==> config.mk <==
export PLATFORM = sky130hd
export DESIGN_NAME = fwd_scoreboard
export DESIGN_NICKNAME = d
export VERILOG_FILES = /design/src/rtl/cpu_types_pkg.sv /design/src/rtl/fwd_tracker.sv /design/src/rtl/fwd_scoreboard.sv
export SDC_FILE = /design/constraint.sdc
export NUM_CORES = 1
export LEC_CHECK = 0
export BUFFER_PORTS_ARGS = -buffer_cell sky130_fd_sc_hd__clkbuf_2
export CORE_UTILIZATION = 50
export CTS_CLUSTER_SIZE = 12
export DETAILED_ROUTE_END_ITERATION = 6
export PLACE_DENSITY = 0.89
export RECOVER_POWER = 100
export SLEW_MARGIN = 10
export SYNTH_ARGS = -nofsm -noshare
export SYNTH_HDL_FRONTEND = slang
export SYNTH_HIERARCHICAL = 1
export SYNTH_SLANG_ARGS = --single-unit
==> constraint.sdc <==
create_clock -name CLK -period 6.8 [get_ports CLK]
set_input_delay 1.36 -clock CLK [delete_from_list [all_inputs] [get_ports CLK]]
set_output_delay 1.36 -clock CLK [all_outputs]
set_load 0.01 [all_outputs]
==> src/rtl/cpu_types_pkg.sv <==
// Shared CPU datapath types: register indices and forwarding tracker entries.
package cpu_types_pkg;

  // Architectural register index width used across the datapath.
  localparam int CPU_REG_W = 5;

  // Width of the stored "ready stage" field; wide enough for deep pipelines.
  localparam int FWD_RDY_W = 4;

  typedef logic [CPU_REG_W-1:0] regbits_t;
  typedef logic [FWD_RDY_W-1:0] fwdrdy_t;

  // One in-flight register write: is it real, where it goes, and the first
  // post-decode stage whose output carries its result.
  typedef struct packed {
    logic     valid;
    regbits_t dst;
    fwdrdy_t  rdy;
  } fwd_entry_t;

  // Result available at the EX output (ALU, LUI, JAL).
  localparam fwdrdy_t FWD_RDY_ALU  = 4'd0;
  // Result available one stage later (load data out of MEM).
  localparam fwdrdy_t FWD_RDY_LOAD = 4'd1;

  // Empty slot inserted for stalls and flushes.
  localparam fwd_entry_t FWD_BUBBLE = '{valid: 1'b0, dst: 5'd0, rdy: 4'd0};

  // A producer sitting in stage `stage` has its value once it reached rdy.
  function automatic logic fwd_is_ready(fwd_entry_t e, int stage);
    return (stage >= int'(e.rdy));
  endfunction

  // $0 is hard-wired, so it never matches even when an entry targets it.
  function automatic logic fwd_matches(fwd_entry_t e, regbits_t src);
    return e.valid && (src != 5'd0) && (e.dst == src);
  endfunction

endpackage

==> src/rtl/fwd_tracker.sv <==
// Shift register of in-flight register writes, one slot per post-decode
// stage, with bubble insertion for stalled or squashed issues.
module fwd_tracker
  import cpu_types_pkg::*;
#(
  parameter int NSTAGE = 3
) (
  input  logic                    clk,
  input  logic                    rst_n,
  input  logic                    adv,
  input  logic                    flush,
  input  logic                    stall,
  input  logic                    issue_wr,
  input  regbits_t                issue_dst,
  input  fwdrdy_t                 issue_rdy,
  output fwd_entry_t [NSTAGE-1:0] entry
);

  fwd_entry_t [NSTAGE-1:0] entry_q;
  fwd_entry_t [NSTAGE-1:0] entry_d;

  // Next tracker contents: shift on advance, squash the EX slot on flush.
  always_comb begin
    entry_d = entry_q;
    if (adv) begin
      for (int i = NSTAGE - 1; i > 0; i--) begin
        entry_d[i] = entry_q[i-1];
      end
      // The instruction leaving decode into EX is squashed by a flush.
      if (flush) begin
        entry_d[1] = FWD_BUBBLE;
      end else begin
        entry_d[1] = entry_q[0];
      end
      // A stalled or flushed decode instruction enters as a bubble.
      entry_d[0].valid = issue_wr & ~stall & ~flush;
      entry_d[0].dst   = issue_dst;
      entry_d[0].rdy   = issue_rdy;
    end else if (flush) begin
      entry_d[0].valid = 1'b0;
    end else begin
      entry_d = entry_q;
    end
  end

  // Tracker state register; reset empties every slot.
  always_ff @(posedge clk or negedge rst_n) begin
    if (!rst_n) begin
      entry_q <= '0;
    end else begin
      entry_q <= entry_d;
    end
  end

  assign entry = entry_q;

endmodule

==> src/rtl/fwd_scoreboard.sv <==
// Forwarding and hazard scoreboard: per-operand youngest-producer lookup
// over the tracked stages, load-use stall generation and a stall counter.
module fwd_scoreboard
  import cpu_types_pkg::*;
#(
  parameter int NPORT  = 3,
  parameter int NSTAGE = 3,
  parameter int REG_W  = 5,
  parameter int DATA_W = 32,
  parameter int CNT_W  = 16
) (
  input  logic                       CLK,
  input  logic                       nRST,
  input  logic                       adv,
  input  logic                       flush,
  input  logic                       issue_wr,
  input  logic [REG_W-1:0]           issue_dst,
  input  logic [$clog2(NSTAGE)-1:0]  issue_rdy,
  input  logic [NPORT*REG_W-1:0]     src_reg,
  input  logic [NSTAGE*DATA_W-1:0]   stage_wdat,
  output logic [NPORT-1:0]           fwd_hit,
  output logic [NPORT*DATA_W-1:0]    fwd_dat,
  output logic                       stall,
  output logic [CNT_W-1:0]           stall_cnt
);

  fwd_entry_t [NSTAGE-1:0] entry;
  logic [NPORT-1:0]        port_vote;
  logic [CNT_W-1:0]        stall_cnt_q;
  logic [CNT_W-1:0]        stall_cnt_d;

  fwd_tracker #(
    .NSTAGE   (NSTAGE)
  ) u_tracker (
    .clk       (CLK),
    .rst_n     (nRST),
    .adv       (adv),
    .flush     (flush),
    .stall     (stall),
    .issue_wr  (issue_wr),
    .issue_dst (regbits_t'(issue_dst)),
    .issue_rdy (fwdrdy_t'(issue_rdy)),
    .entry     (entry)
  );

  for (genvar p = 0; p < NPORT; p++) begin : g_port
    regbits_t          src_s;
    logic              found_s;
    logic              hit_s;
    logic              vote_s;
    logic [DATA_W-1:0] dat_s;

    assign src_s = regbits_t'(src_reg[p*REG_W +: REG_W]);

    // Youngest matching producer decides: forward if ready, else vote stall.
    always_comb begin
      found_s = 1'b0;
      hit_s   = 1'b0;
      vote_s  = 1'b0;
      dat_s   = '0;
      for (int i = 0; i < NSTAGE; i++) begin
        if (!found_s && fwd_matches(entry[i], src_s)) begin
          found_s = 1'b1;
          if (fwd_is_ready(entry[i], i)) begin
            hit_s = 1'b1;
            dat_s = stage_wdat[i*DATA_W +: DATA_W];
          end else begin
            vote_s = 1'b1;
          end
        end else begin
          found_s = found_s;
        end
      end
    end

    assign fwd_hit[p]                  = hit_s;
    assign fwd_dat[p*DATA_W +: DATA_W] = dat_s;
    assign port_vote[p]                = vote_s;
  end

  // A flush kills the waiting consumer, so it must not hold decode.
  assign stall = (|port_vote) & ~flush;

  // Saturating count of stalled cycles.
  always_comb begin
    if (stall && (stall_cnt_q != {CNT_W{1'b1}})) begin
      stall_cnt_d = stall_cnt_q + {{(CNT_W-1){1'b0}}, 1'b1};
    end else begin
      stall_cnt_d = stall_cnt_q;
    end
  end

  // Stall counter register; only reset clears it.
  always_ff @(posedge CLK or negedge nRST) begin
    if (!nRST) begin
      stall_cnt_q <= '0;
    end else begin
      stall_cnt_q <= stall_cnt_d;
    end
  end

  assign stall_cnt = stall_cnt_q;

endmodule

# Word-level counts from Yosys, hierarchy flattened
# Index checks and enable logic that the tools add are counted.
# Widths: inputs -> output; s select.
# totals
ff_bits	44
inputBits	123
elab_cells	122
# classes
addsub	1
n_eq_ne	10
bitwise	5
magnitude_cmp	3
n_reduce_logical	36
muxes	57
# op_table
operator	count
$mux 32	16
$eq 5x5->1	9
$mux 1	39
$logic_and 1x1->1	25
$mux 10	2
$add 16x1->16 const B	1
$ne 16x16->1 const B	1
$reduce_bool 5->1	3
$logic_not 1->1	6
$ge 1x4->1 const A	1
$ge 2x4->1 const A	1
$and 1x1->1	3
$reduce_or 3->1	1
$ge 1x2->1 const A	1
$not 1->1	2
$reduce_bool 2->1	1

# Longest topological paths before layout
# depth
word_depth	16
mapped_depth	10

# Modules after synthesis
# The synthesis kept the hierarchy.
# modules_own_cells
module	cells_per_inst	area_each_um2	n_inst
fwd_scoreboard	431	3135.5	1
fwd_tracker	84	1184.9	1

# Worst setup path after synthesis
# Ideal clock, no wire load.
# synth_path
path_type	input port to output port
from	in src_reg[1]
to	out fwd_hit[0]
path_buffers	2
cell_stages	8
required_time_ns	5.440
setup_slack_ns	2.271
t_arrival_ns	3.169
path_cell_list	or4_1 nor2_1 nor4_1 or3_4 nor2_1 clkbuf_1 a211o_1 buf_4
# synth_between
elab_chain_len	10
# synth_rtl
element	line_no	source
start: declaration	fwd_scoreboard.sv:19	input logic [NPORT*REG_W-1:0] src_reg,
$reduce_bool 5->1	cpu_types_pkg.sv:36	return e.valid && (src != 5'd0) && (e.dst == src);
$logic_and 1x1->1 (2 in a row)	cpu_types_pkg.sv:36	
$mux 1	fwd_scoreboard.sv:62	if (!found_s && fwd_matches(entry[i], src_s)) begin
$logic_not 1->1	fwd_scoreboard.sv:62	
$logic_and 1x1->1	fwd_scoreboard.sv:62	
$mux 1	fwd_scoreboard.sv:62	
$logic_not 1->1	fwd_scoreboard.sv:62	
$logic_and 1x1->1	fwd_scoreboard.sv:62	
$mux 1 *	fwd_scoreboard.sv:62	
end: declaration	fwd_scoreboard.sv:21	output logic [NPORT-1:0] fwd_hit,
# Mark *: on every way between the ends. The rest lies on a longest branch, timed or not.

# Final worst setup path
# layout_path
from	in src_reg[1]
to	out fwd_dat[12]
# layout_between
elab_chain_len	10
# layout_rtl
element	line_no	source
$reduce_bool 5->1	cpu_types_pkg.sv:36	
$logic_and 1x1->1 (2 in a row)	cpu_types_pkg.sv:36	
$mux 1	fwd_scoreboard.sv:62	
$logic_not 1->1	fwd_scoreboard.sv:62	
$logic_and 1x1->1	fwd_scoreboard.sv:62	
$mux 1	fwd_scoreboard.sv:62	
$logic_not 1->1	fwd_scoreboard.sv:62	
$logic_and 1x1->1	fwd_scoreboard.sv:62	
$mux 32 *	fwd_scoreboard.sv:62	
end: declaration	fwd_scoreboard.sv:22	output logic [NPORT*DATA_W-1:0] fwd_dat,
# Marks and branches as above.

==> impl_metrics.sql <==
INSERT INTO impl_metrics (metric_group, metric, value, unit) VALUES
('global_routing', 'first_global_vias', '5025', ''),
('layout', 'area_growth', '26.3', '%'),
('synth', 'synthXorXnorAreaFrac', '12.0', '%'),
('place', 'globalplace.congestion', '0.967', ''),
('synth', 'synthCells', '515', ''),
('setup_path', 'worstPathCellList', 'clkbuf_1 -> or4_1 -> nor2_1 -> nor4_1 -> and2_0 -> clkbuf_1 -> a221o_1 -> clkbuf_1', ''),
('synth', 'synth_top_cell_by_area', 'sky130_fd_sc_hd__dfrtp_1', ''),
('hold_path', 'timing.hold.worst.class', 'flip-flop to flip-flop', ''),
('synth', 'ys.warnings.count', '6', ''),
('timing', 'setup-violations-final', '0', ''),
('synth', 'yosys.area_share.simple', '20.3', '%'),
('drt', 'route.met2.wl', '7820', 'um'),
('cts', 'cts_hold_buf', '0', ''),
('pwr', 'p_per_area', '143', 'mW/mm^2'),
('cts', 'clk-insertion-delay-late', '0.30', 'ns'),
('synth', 'post_synth_most_frequent_cells', 'sky130_fd_sc_hd__nor2_1 (63), sky130_fd_sc_hd__a221o_1 (57), sky130_fd_sc_hd__o21ai_0 (47), sky130_fd_sc_hd__dfrtp_1 (46), sky130_fd_sc_hd__xnor2_1 (41)', ''),
('cts', 'tritoncts', 'done', ''),
('global_routing', 'grt_pass1_wl', '24200', 'um'),
('synth', 'ys_types', '42', ''),
('drt', 'route.final.wire_length', '16000', 'um'),
('synth', 'largest_family_of_logic_cells_by_synthesized_area', 'compound AO/OA/AOI/OAI gates', ''),
('global_routing', 'largest_net_degree_at_the_start_of_global_routing', '62', ''),
('timing', 'worst-slew-pin-transition', '2.44', 'ns'),
('timing', 'fin_setup_tns', '0', 'ns'),
('synth', 'yosysSeqAreaShare', '26.6', '%'),
('global_routing', 'grt_usage', '34.6', '%'),
('timing', 'finClkSkew', '0.00816', 'ns'),
('layout', 'final_nets', '844', ''),
('layout', 'multiInputGateArea', '0.00289', 'sq mm'),
('outcome', 'status', 'finished, violations left', ''),
('floorplan', 'die_h', '95.0', 'um'),
('pwr', 'power.static_leakage', '2.33', 'nW'),
('timing', 'postLayoutSetupSlackWorst', '0.880', 'ns'),
('drt', 'drc', '1', ''),
('setup_path', 'slowest_stage', 'sky130_fd_sc_hd__and2_0', ''),
('global_routing', 'grt_remaining_overflow', '0', ''),
('layout', 'sequential_cell_area', '0.00115', 'sq mm'),
('synth', 'ys_ff_latch', '46', ''),
('timing', 'grt_setup_unrepaired', 'false', ''),
('drt', 'antenna_left', '0', ''),
('cts', 'numCtsBuffers', '5', ''),
('drt', 'route.met3.wl', '1240', 'um'),
('place', 'numPortBuffers', '238', ''),
('timing', 'min_period', '5.92', 'ns'),
('timing', 'timing.final.hold_violations', '0', ''),
('outcome', 'violations', 'design-rule violations, max-capacitance violations, max-slew violations', ''),
('floorplan', 'floorplan.initialDensity', '52.1', '%'),
('timing', 'final_max_slew_viol_count', '86', ''),
('floorplan', 'rows', '33', ''),
('timing', 'final.period_utilization', '87.1', '%'),
('cts', 'cts_sinks', '46', ''),
('setup_path', 'worst_path_most_repeated_cell', 'sky130_fd_sc_hd__clkbuf_1', ''),
('timing', 'relSlewSlack', '-62.7', '%'),
('global_routing', 'grt_antenna_before_repair', '1', ''),
('floorplan', 'floorplan.die_area', '0.00902', 'sq mm'),
('drt', 'detailroute.via_count', '5346', ''),
('synth', 'yosys_most_used_dff', 'sky130_fd_sc_hd__dfrtp_1', ''),
('drt', 'met1_length', '6180', 'um'),
('synth', 'postSynth.asyncResetShare', '100', '%'),
('synth', 'synth.area.top_cells', 'sky130_fd_sc_hd__dfrtp_1 (27%), sky130_fd_sc_hd__a221o_1 (13%), sky130_fd_sc_hd__xnor2_1 (8.3%)', ''),
('run', 'max_capacitance_violation_count', '2', ''),
('drt', 'drt_iter0_markers', '477', ''),
('floorplan', 'placeableCoreArea', '0.00830', 'sq mm'),
('pwr', 'ir_worst_vdd', '0.000116', 'V'),
('layout', 'final.fill_count', '783', ''),
('synth', 'post-synth-top-count-cell', 'sky130_fd_sc_hd__nor2_1', ''),
('cts', 'htreeDepth', '2', ''),
('drt', 'drt-wirelength-per-cell', '19.4', 'um'),
('drt', 'drt_first_pass_iters', '7', ''),
('cts', 'clkTransAtPathRegs', '0.08', 'ns'),
('synth', 'synthesis.area_per_instance', '8.39', 'sq um');
[metal layers]
layer  global-route usage, %  up-vias
met1                    40.5     2499
met2                    57.9      383
met4                    22.1        0
met5                       0        -
met3                    6.52       78
li1                        -     2386
[layout by cell type (no fill, tap or decap), types with 6 or more instances in the layout]
cell	count
sky130_fd_sc_hd__nand3_1	8
sky130_fd_sc_hd__inv_1	10
sky130_fd_sc_hd__clkbuf_8	6
sky130_fd_sc_hd__xor2_1	18
sky130_fd_sc_hd__nand4_1	15
sky130_fd_sc_hd__a32oi_1	39
sky130_fd_sc_hd__or4_1	6
sky130_fd_sc_hd__o21ai_0	47
sky130_fd_sc_hd__nand3b_1	8
sky130_fd_sc_hd__nor4_1	7
sky130_fd_sc_hd__nor2_1	64
sky130_fd_sc_hd__xnor2_1	41
sky130_fd_sc_hd__clkbuf_1	118
sky130_fd_sc_hd__nand2_1	33
sky130_fd_sc_hd__dfrtp_1	46
sky130_fd_sc_hd__and3_1	11
sky130_fd_sc_hd__a221o_1	57
sky130_fd_sc_hd__buf_4	6
sky130_fd_sc_hd__mux2_2	17
sky130_fd_sc_hd__clkbuf_2	122
[power breakdown]
part	total (mW)	switching (mW)	internal (mW)	leakage (nW)
Combinational	0.201	0.118	0.0829	1.66
Sequential	0.334	0.0369	0.297	0.597
Clock	0.247	0.0903	0.157	0.0714
[final cells by class]
type / instances / area share [%]
Antenna cell: 1 / 0.0459
Clock buffer: 6 / 1.51
Clock inverter: 2 / 1.10
Inverter: 11 / 0.757
Multi-Input combinational cell: 410 / 52.9
Sequential cell: 46 / 21.1
Tap cell: 105 / 2.41
Timing Repair Buffer: 246 / 20.1
[critical path, delay by kind of cell]
kind | cells | cell delay [ns]
AOI/OAI and AO/OA | 1 | 0.26
and+or+nand+nor | 4 | 1.97
buffers and inverters | 3 | 0.95
[sequential cells by signal (all words and copies together) (netlist names)]
name	count
u_tracker/entry	30
stall_cnt	16
[path summary, 6_finish.rpt]
kind	start	cells after the start	to
worst max register to register	u_tracker/entry[7]$_DFFE_PN0P_	8	stall_cnt[1]$_DFFE_PN0P_
min in group asynchronous	nRST	2	u_tracker/entry[28]$_DFFE_PN0P_
worst min-delay path	stall_cnt[6]$_DFFE_PN0P_	1	stall_cnt[6]$_DFFE_PN0P_
worst min register to register	stall_cnt[6]$_DFFE_PN0P_	1	stall_cnt[6]$_DFFE_PN0P_
worst max-delay path	src_reg[1]	8	fwd_dat[12]
max in group asynchronous	nRST	2	u_tracker/entry[2]$_DFFE_PN0P_
[cells by family (layout without fill, tap and decap cells)]
family	after synthesis	count (layout)
adders and majority gates	1	1
DFF	46	46
buffers and inverters	60	265
and+or+nand+nor	174	174
xor gates and xnor gates	59	59
muxes	21	21
AOI/OAI and AO/OA	153	153
other	1	3
[through the flow]
step / hold slack [ns] / power [mW] / cells / utilization [%] / instance area, sq um
finish: 0.494 / 0.782 / 827 / 65.7 / 5460
global route: 0.508 / 0.820 / 827 / 65.7 / 5460
global placement: 0.478 / 0.529 / 818 / 66.0 / 5480
CTS: 0.501 / 0.790 / 826 / 67.8 / 5620
detailed placement: 0.486 / 0.541 / 818 / 66.0 / 5480
floorplan: 0.479 / 0.443 / 516 / - / 4320
Note: power is estimated with default switching activity, not from simulation.
